<file path="config.mk">
export PLATFORM = sky130hd
export DESIGN_NAME = y86_fetch_unit
export DESIGN_NICKNAME = d
export VERILOG_FILES = /design/src/rtl/y86_pkg.sv /design/src/rtl/y86_instr_len.sv /design/src/rtl/y86_fetch_unit.sv
export SDC_FILE = /design/constraint.sdc
export NUM_CORES = 1
export LEC_CHECK = 0
export CAP_MARGIN = 20
export CORE_MARGIN = 10
export CORE_UTILIZATION = 50
export CTS_CLUSTER_DIAMETER = 30
export DETAILED_ROUTE_END_ITERATION = 8
export DONT_BUFFER_PORTS = 1
export PLACE_DENSITY = 0.65
export SETUP_SLACK_MARGIN = 0.05
export SYNTH_ARGS = -nofsm -noshare
export SYNTH_HDL_FRONTEND = slang
export SYNTH_SLANG_ARGS = --single-unit
</file>
<file path="constraint.sdc">
create_clock -name clock -period 20.4 [get_ports clock]
set_input_delay 3.06 -clock clock [delete_from_list [all_inputs] [get_ports clock]]
set_output_delay 3.06 -clock clock [all_outputs]
set_load 0.02 [all_outputs]
</file>
<file path="src/rtl/y86_pkg.sv">
// Shared Y86-64 definitions: instruction codes, register ids and fetch states.
package y86_pkg;

  localparam logic [3:0] ICODE_HALT   = 4'h0;
  localparam logic [3:0] ICODE_NOP    = 4'h1;
  localparam logic [3:0] ICODE_RRMOVQ = 4'h2;
  localparam logic [3:0] ICODE_IRMOVQ = 4'h3;
  localparam logic [3:0] ICODE_RMMOVQ = 4'h4;
  localparam logic [3:0] ICODE_MRMOVQ = 4'h5;
  localparam logic [3:0] ICODE_OPQ    = 4'h6;
  localparam logic [3:0] ICODE_JXX    = 4'h7;
  localparam logic [3:0] ICODE_CALL   = 4'h8;
  localparam logic [3:0] ICODE_RET    = 4'h9;
  localparam logic [3:0] ICODE_PUSHQ  = 4'hA;
  localparam logic [3:0] ICODE_POPQ   = 4'hB;

  // Register ids; 4'hF is the "no register" marker in rA/rB.
  localparam logic [3:0] RAX   = 4'h0;
  localparam logic [3:0] RCX   = 4'h1;
  localparam logic [3:0] RDX   = 4'h2;
  localparam logic [3:0] RBX   = 4'h3;
  localparam logic [3:0] RSP   = 4'h4;
  localparam logic [3:0] RBP   = 4'h5;
  localparam logic [3:0] RSI   = 4'h6;
  localparam logic [3:0] RDI   = 4'h7;
  localparam logic [3:0] R8    = 4'h8;
  localparam logic [3:0] R9    = 4'h9;
  localparam logic [3:0] R10   = 4'hA;
  localparam logic [3:0] R11   = 4'hB;
  localparam logic [3:0] R12   = 4'hC;
  localparam logic [3:0] R13   = 4'hD;
  localparam logic [3:0] R14   = 4'hE;
  localparam logic [3:0] RNONE = 4'hF;

  typedef enum logic [2:0] {
    F_OP,
    F_REG,
    F_CONST,
    PRESENT,
    HALT
  } fetchState_e;

  // Fetch stops for good after a halt or an undecodable opcode.
  function automatic logic stopsFetch(input logic [3:0] icode, input logic invalid);
    return (icode == ICODE_HALT) || invalid;
  endfunction

endpackage

</file>
<file path="src/rtl/y86_instr_len.sv">
// Instruction length decode: which optional fields follow the opcode byte.
module y86_instr_len
  import y86_pkg::*;
(
  input  logic [3:0] icode,
  output logic       needsRegids,
  output logic       needsValC,
  output logic       invalid
);

  // Table lookup of the register-id byte, the 8-byte constant and illegal codes.
  always_comb begin
    needsRegids = 1'b0;
    needsValC   = 1'b0;
    invalid     = 1'b0;
    case (icode)
      ICODE_RRMOVQ, ICODE_OPQ, ICODE_PUSHQ, ICODE_POPQ: needsRegids = 1'b1;
      ICODE_IRMOVQ, ICODE_RMMOVQ, ICODE_MRMOVQ: begin
        needsRegids = 1'b1;
        needsValC   = 1'b1;
      end
      ICODE_JXX, ICODE_CALL: needsValC = 1'b1;
      ICODE_HALT, ICODE_NOP, ICODE_RET: ;
      default: invalid = 1'b1;
    endcase
  end

endmodule

</file>
<file path="src/rtl/y86_fetch_unit.sv">
// SEQ fetch stage: pulls instruction bytes one at a time and hands decoded
// instructions to decode over a valid/ready transfer.
module y86_fetch_unit
  import y86_pkg::*;
#(
  parameter int                ADDR_W   = 64,
  parameter logic [ADDR_W-1:0] RESET_PC = '0
) (
  input  logic              clock,
  input  logic              reset,
  output logic              mem_req,
  output logic [ADDR_W-1:0] mem_addr,
  input  logic              mem_ack,
  input  logic [7:0]        mem_rdata,
  output logic              out_valid,
  input  logic              out_ready,
  output logic [3:0]        icode,
  output logic [3:0]        ifun,
  output logic [3:0]        rA,
  output logic [3:0]        rB,
  output logic [63:0]       valC,
  output logic [ADDR_W-1:0] valP,
  output logic              instr_invalid,
  input  logic              pc_load,
  input  logic [ADDR_W-1:0] pc_new,
  output logic              halted
);

  fetchState_e       state;
  logic [ADDR_W-1:0] pc;
  logic [2:0]        cnt;
  logic [3:0]        lenIcode;
  logic              needsRegids;
  logic              needsValC;
  logic              invalid;
  logic [ADDR_W-1:0] seqPc;
  logic [ADDR_W-1:0] nextPc;

  // While the opcode byte is on the bus, decode it directly; afterwards use the latched icode.
  assign lenIcode = (state == F_OP) ? mem_rdata[7:4] : icode;

  y86_instr_len uLen (
    .icode       (lenIcode),
    .needsRegids (needsRegids),
    .needsValC   (needsValC),
    .invalid     (invalid)
  );

  assign seqPc  = pc + ADDR_W'(1) + ADDR_W'(needsRegids) + (needsValC ? ADDR_W'(8) : '0);
  assign nextPc = pc_load ? pc_new : valP;

  // Fetch sequencer: byte requests, field capture and the hand-off to decode.
  always_ff @(posedge clock or posedge reset) begin
    if (reset) begin
      state         <= F_OP;
      pc            <= RESET_PC;
      cnt           <= '0;
      mem_req       <= 1'b0;
      mem_addr      <= '0;
      out_valid     <= 1'b0;
      icode         <= '0;
      ifun          <= '0;
      rA            <= RNONE;
      rB            <= RNONE;
      valC          <= '0;
      valP          <= '0;
      instr_invalid <= 1'b0;
      halted        <= 1'b0;
    end else begin
      case (state)
        F_OP: begin
          if (!mem_req) begin
            mem_req  <= 1'b1;
            mem_addr <= pc;
          end else if (mem_ack) begin
            icode         <= mem_rdata[7:4];
            ifun          <= mem_rdata[3:0];
            instr_invalid <= invalid;
            valP          <= seqPc;
            if (needsRegids) begin
              state    <= F_REG;
              mem_addr <= pc + ADDR_W'(1);
            end else if (needsValC) begin
              state    <= F_CONST;
              mem_addr <= pc + ADDR_W'(1);
            end else begin
              state     <= PRESENT;
              mem_req   <= 1'b0;
              out_valid <= 1'b1;
            end
          end
        end
        F_REG: begin
          if (mem_ack) begin
            rA <= mem_rdata[7:4];
            rB <= mem_rdata[3:0];
            if (needsValC) begin
              state    <= F_CONST;
              mem_addr <= pc + ADDR_W'(2);
            end else begin
              state     <= PRESENT;
              mem_req   <= 1'b0;
              out_valid <= 1'b1;
            end
          end
        end
        F_CONST: begin
          if (mem_ack) begin
            valC[{cnt, 3'b000} +: 8] <= mem_rdata;
            if (cnt == 3'd7) begin
              cnt       <= '0;
              state     <= PRESENT;
              mem_req   <= 1'b0;
              out_valid <= 1'b1;
            end else begin
              cnt      <= cnt + 3'd1;
              mem_addr <= mem_addr + ADDR_W'(1);
            end
          end
        end
        PRESENT: begin
          if (out_valid && out_ready) begin
            out_valid <= 1'b0;
            pc        <= nextPc;
            if (stopsFetch(icode, instr_invalid)) begin
              state  <= HALT;
              halted <= 1'b1;
            end else begin
              state    <= F_OP;
              mem_req  <= 1'b1;
              mem_addr <= nextPc;
              rA       <= RNONE;
              rB       <= RNONE;
              valC     <= '0;
            end
          end
        end
        HALT: begin
          mem_req   <= 1'b0;
          out_valid <= 1'b0;
          halted    <= 1'b1;
        end
        default: state <= HALT;
      endcase
    end
  end

endmodule

</file>
# After elaboration in Yosys (flattened, before gate mapping)
# Cells that the tools add are included.
# word_totals
elab_cells	139
output_inout_bits	212
ff_bits	282
input_bits	77
# classes
n_eq_ne	30
n_addsub	7
n_reduce_logical	23
bitwise	1
mux	62
n_shift	2
# ops
op	n
$mux W64	14
$pmux W64 S4	1
$add A64 B1 Y64 const B	2
$pmux W64 S2	1
$add A64 B1 Y64	1
$add A64 B2 Y64 const B	1
$add A64 B4 Y64	1
$bwmux W64	1
$shift A8 B8 Y64 const A	1
$shiftx A8 B8 Y64	1
$mux W1	24
$mux W3	8
$mux W4	6
$ne A2 B2 Y1 const B	12
$eq A4 B3 Y1 const B	4
$eq A4 B4 Y1 const B	4
$pmux W4 S2	2
$pmux W3 S5	1
$reduce_and A7 Y1	2
$reduce_or A12 Y1	1
$pmux W1 S5	2
$reduce_and A9 Y1	1
$eq A4 B2 Y1 const B	2
$logic_not A4 Y1	2
23 further kinds	30

# Depth between registers and ports, before layout
# depth
word_depth	10
depth_mapped	18
ltp_nobuf	15

# Modules after synthesis
# Synthesis repeated with hierarchy kept, for this count alone.
# hier_totals
hier_cells	2367
area_unflattened_um2	19120.8
# modules_own_cells
module	cells_per_inst	n_inst	area_per_inst_um2	seq_area_each_um2
y86_fetch_unit	2360	1	19068.3	7066.8
y86_instr_len	7	1	52.6	0.0

# Worst setup path after synthesis
# OpenSTA, ideal clock, no wires.
# synth_timing
path_kind	input to register
from	input mem_rdata[7]
to	register valP[54]
stages	17
t_required_ns	20.305
n_path_buf	3
arrival_time_ns	6.749
slack_ns	13.555
setup_ns	0.095
path_cell_list	clkbuf_1 mux2i_1 o21ai_0 mux2_2 inv_1 ha_1 ha_1 a31oi_1 nor3_1 o2111ai_1 nor2_2 or4b_1 buf_2 or3_4 buf_6 o31a_1 o31ai_1
# synth_between
elab_chain_len	6
elab_cells_between_ends	17
cone_classes	2 x add/sub; 9 x eq/ne; 4 x mux; 2 x reduce/logical
# synth_rtl
element	line_no	source
start: declaration	y86_fetch_unit.sv:14	input logic [7:0] mem_rdata,
$mux W4 *	y86_fetch_unit.sv:40	assign lenIcode = (state == F_OP) ? mem_rdata[7:4] : icode;
$eq A4 B2 Y1, or another cell as far along	y86_instr_len.sv:16	case (icode)
$reduce_or A7 Y1 (no source line) or $reduce_or A5 Y1 (tied branches)	--	
$mux W1	y86_instr_len.sv:16	
$add A64 B1 Y64 or $mux W4 (tied branches)	y86_fetch_unit.sv:49	assign seqPc = pc + ADDR_W'(1) + ADDR_W'(needsRegids) + (needsValC ? ADDR_W'(8) : '0);
$add A64 B4 Y64 *	y86_fetch_unit.sv:49	
end signal: assignment	y86_fetch_unit.sv:79	valP <= seqPc;
end: declaration	y86_fetch_unit.sv:22	output logic [ADDR_W-1:0] valP,
# Mark *: on every way between the ends. The rest lies on a longest branch, timed or not.
# A chain may end at the register's enable or synchronous reset.

# Final worst setup path
# layout_timing
from	input mem_rdata[7]
to	register valP[39]
# The elaborated chain is that of the path after synthesis.

==> results by stage <==
Run:
- The number of max-cap violations is 0.

STA:
- The relative slew slack is 26.0%.
- The highest clock frequency the design can meet is between 100 and 150 MHz.
- The max-slew violation total from the final report came to 0.
- The count of endpoints failing hold in the final timing report came to 0.
- The post-route clock skew is approximately 0.026 ns.
- The actual transition at the worst max-transition pin is 1.11 ns.
- Setup repair after global routing left no endpoint under its margin.
- The final critical-path share of the clock period is 33.5%.
- The number of failing setup endpoints in the final timing report is 0.
- The post-layout minimum cycle time is a little under 7 ns.
- After routing, the total negative slack on setup checks comes to 0 ns.

Critical path:
- The arrival time of the worst setup path is between 7 and 8 ns.
- The required time at the worst-slack endpoint is 20.89 ns.
- The type of the setup path with the least slack is in2reg.
- The worst setup path is captured at a flip-flop.
- Along the worst path, the maximum fanout reaches 11.
- The worst setup path is launched from an input port.

Clocking:
- The number of post-CTS setup repair buffers is 0.
- The clock net sink count is about 280.
- The clock tree buffer depth is 3.
- TritonCTS built the clock tree.
- The total CTS buffers is 75.
- The clock latency reported for the late side of the worst-skew pair is ~0.60 ns.
- Post-CTS repair changed the size of 0 cells.
- Hold repair after CTS inserted 0 buffers.
- The library cell used as clock root buffer is sky130_fd_sc_hd__clkbuf_16.
- After clock tree synthesis, the clock-pin slew on the worst setup and hold paths is approximately 0.050 ns.
- The total number of H-tree levels is 3.

Yosys:
- The combinational family with the most area after synthesis is simple AND/OR/NAND/NOR gates.
- After synthesis the cells add up to approximately 19000 µm².
- The multiplexer share of the synthesized area is approximately 4.6%.
- The number of warnings issued by yosys is 0.
- Sequential elements use between 30 and 40% of the synthesized area.
- The adder-cell area share of the yosys netlist is 0.789%.
- The xor and xnor area share after synthesis is approximately 7.9%.
- The primary flip-flop cell chosen by synthesis mapping is sky130_fd_sc_hd__dfrtp_1.
- Counting every net in the synthesized netlist gives 2424.
- The async set-reset flop share out of synthesis is 100%.
- The synthesized netlist cell count is between 2000 and 2500.
- The average footprint of a synthesized cell is 8.15 µm².
- Yosys mapped the design onto 71 distinct sky130hd cell types.
- In this run, synthesis produced a sequential element count of 282.
- The share of the synthesized area in compound gates (AO/OA/AOI/OAI) is between 20% and 30%.
- The number of enable-type register cells in the synthesized netlist is 0.
- After Yosys synthesis, and, or, nand and nor cells account for between 20% and 30% of the synthesized area.

Global routing:
- Global routing finished with a remaining overflow of 0.
- The maximum number of pins on one net before global-route repair is 111.
- The initial antenna violation count was 0.
- The number of global-route vias before repair is ~18000.
- The global routing usage summed across all routing layers is between 30 and 40%.
- The first global-routing pass estimated 116 mm of wire.

Placement:
- Detailed placement ended at an HPWL of approximately 56 mm.
- The quantity of I/O buffers inserted on ports is 0.
- Routability-driven placement finished with a final weighted congestion of 0.985.

Routing:
- The routed wire length per instance is 27.3 µm.
- The remaining design rule violation count is 0.
- For this block, the initial DRC count from the detailed router was approximately 2400.
- Dividing the detail-routed via count by the number of cells gives approximately 6.7.
- The total wire length after detailed routing is about 77 mm.
- Across all layers, the routed design uses ~19000 vias.
- The pre-antenna-repair detailed-routing pass consisted of 6 iterations.
- The detail route stage leaves a number of antenna-violating nets equal to 0.

Layout:
- The relative area change from synthesis to final layout is 15.1%.
- Counting the fill cells in the layout gives around 3400.
- The net count of the finished layout is 2343.
- Measured on the finished design, the core utilization comes to between 50 and 60%.
- The post-route netlist has around a tenth of its cells at a drive strength greater than 1.

Run status:
- The run finished with clean final reports.

Power and ir drop:
- The leakage power summed over all cells is 8.50 nW.
- For this design the ratio of total power to cell area is ~160 nW/µm².
- The peak supply drop is ~0.000073 V.

Floorplan:
- The full die area is roughly 46000 µm².
- Measured along the x axis, the die boundary spans about 220 µm.
- The core outline area is around 38000 µm².
- The floorplan step set the die height to around 220 µm.
- Once the floorplan was initialized, standard cells occupied 50.6% of the core.
- During I/O placement, the number of pins put on the boundary was slightly below 300.
- The row count is between 70 and 80.

Worst hold path:
- The class of the tightest hold or removal check is reg2reg.
## state kept, by name, summed over array words and instances, names as in the netlist
signal,cells
cnt,3
halted,1
icode,4
ifun,4
instr_invalid,1
mem_addr,64
mem_req,1
out_valid,1
pc,64
rA,4
rB,4
state,3
valC,64
valP,64
## area by class of cell
type	count	area, µm²	share of cell area (%)
Tap cell	511	639	2.92
Clock buffer	97	2100	9.59
Inverter	32	128	0.583
Sequential cell	282	7070	32.3
Timing Repair Buffer	28	210	0.960
Multi-Input combinational cell	1835	11200	51.1
Clock inverter	40	556	2.54
Antenna cell	2	5.00	0.0229
## report_power, final
group	internal [mW]	switching (mW)	leakage, nW
sequential	0.756	0.545	3.77
combinational	0.357	0.628	3.42
clock	0.853	0.379	1.31
## per-layer routing
| layer | vias up | routed length, µm | global-route usage (%) |
|---|---|---|---|
| li1 | 8463 | - | - |
| met1 | 9160 | 32800 | 45.2 |
| met2 | 1171 | 33000 | 46.4 |
| met3 | 132 | 9570 | 10.2 |
| met4 | 0 | 1840 | 9.60 |
| met5 | - | 0 | 0 |
## logic make-up (layout without fill, tap and decap cells)
kind of cell	count (synthesis)	in the layout
AND/OR/NAND/NOR	928	928
adder cells (fa/ha/maj)	12	12
other	0	2
AO/OA/AOI/OAI	639	639
multiplexers	85	85
buffers and inverters	218	197
XOR/XNOR	171	171
flip-flops	282	282
## final timing paths
check                                      from  cells past startpoint  slack [ns]                      end
max                                mem_rdata[7]                     13       13.56     valP[39]$_DFFE_PP0P_
min reg2reg                  pc[62]$_DFFE_PP0P_                      2        0.50       pc[62]$_DFFE_PP0P_
max in group asynchronous                 reset                      2       16.60      valC[2]$_DFFE_PP0P_
min in group asynchronous                 reset                      1        2.44  mem_addr[5]$_DFFE_PP0P_
max reg2reg                state[1]$_DFFE_PP0P_                     15       14.71     valP[39]$_DFFE_PP0P_
min                          pc[62]$_DFFE_PP0P_                      2        0.50       pc[62]$_DFFE_PP0P_
## critical path, cell delays in order
cell	delay (ns)
sky130_fd_sc_hd__mux2_2	0.27
sky130_fd_sc_hd__nand3_1	0.08
sky130_fd_sc_hd__o21ai_0	0.08
sky130_fd_sc_hd__a21o_1	0.30
sky130_fd_sc_hd__ha_1	0.38
sky130_fd_sc_hd__a41oi_1	0.17
sky130_fd_sc_hd__a311oi_1	0.56
sky130_fd_sc_hd__o211ai_1	0.43
sky130_fd_sc_hd__or2_0	0.45
sky130_fd_sc_hd__or4_1	0.73
sky130_fd_sc_hd__nor4_1	0.43
sky130_fd_sc_hd__nor3_1	0.08
sky130_fd_sc_hd__a221o_1	0.30
## cell usage after synthesis, types with 36 or more instances
library cell	n	area, µm²
sky130_fd_sc_hd__nand2_1	308	1160
sky130_fd_sc_hd__dfrtp_1	274	6860
sky130_fd_sc_hd__o21ai_0	265	1330
sky130_fd_sc_hd__nor2_1	174	653
sky130_fd_sc_hd__clkbuf_1	149	559
sky130_fd_sc_hd__xnor2_1	96	841
sky130_fd_sc_hd__a21oi_1	87	435
sky130_fd_sc_hd__nor3_1	77	385
sky130_fd_sc_hd__nand3_1	75	375
sky130_fd_sc_hd__xor2_1	75	657
sky130_fd_sc_hd__mux2i_1	71	711
sky130_fd_sc_hd__a22o_1	68	596
sky130_fd_sc_hd__nand4_1	66	413
sky130_fd_sc_hd__nor4_1	45	282
sky130_fd_sc_hd__o22ai_1	44	275
sky130_fd_sc_hd__and3_1	36	225
## placed cells by master (no fill, tap or decap), drive strengths merged, types with 7 or more instances in the layout
master  synthesis  final
a211oi         21     21
a21oi          87     87
a221oi         14     14
a22o           68     68
a31oi          33     33
and2           19     19
and3           36     36
and4           23     23
buf            37     28
bufinv          0     10
clkbuf        149     97
clkinv          1     22
dfrtp         274    274
dfstp           8      8
ha             12     12
inv            31     37
mux2           14     14
mux2i          71     71
nand2         308    308
nand3          75     75
nand3b          7      7
nand4          69     69
nor2          175    175
nor2b           8      8
nor3           77     77
nor3b           8      8
nor4           48     48
o211ai          7      7
o21ai         268    268
o221ai         11     11
o22ai          44     44
o31a            8      8
o31ai          26     26
o32ai          14     14
or2            14     14
or3            23     23
or4            21     21
xnor2          96     96
xor2           75     75
## per-stage QoR
| stage | total power, mW | hold slack, ns | worst slack [ns] | instances | instance area [µm²] |
|---|---|---|---|---|---|
| after global placement | 2.23 | 0.491 | 13.10 | 2688 | 19200 |
| after CTS | 3.50 | 0.512 | 13.67 | 2825 | 21900 |
| after global routing | 3.68 | 0.539 | 13.28 | 2825 | 21900 |
| after floorplan | 1.88 | 0.467 | 9.57 | 2335 | 19000 |
| after detailed placement | 2.26 | 0.506 | 13.04 | 2688 | 19200 |
| final | 3.52 | 0.502 | 13.56 | 2827 | 21900 |
(Power assumes the default switching activity.)
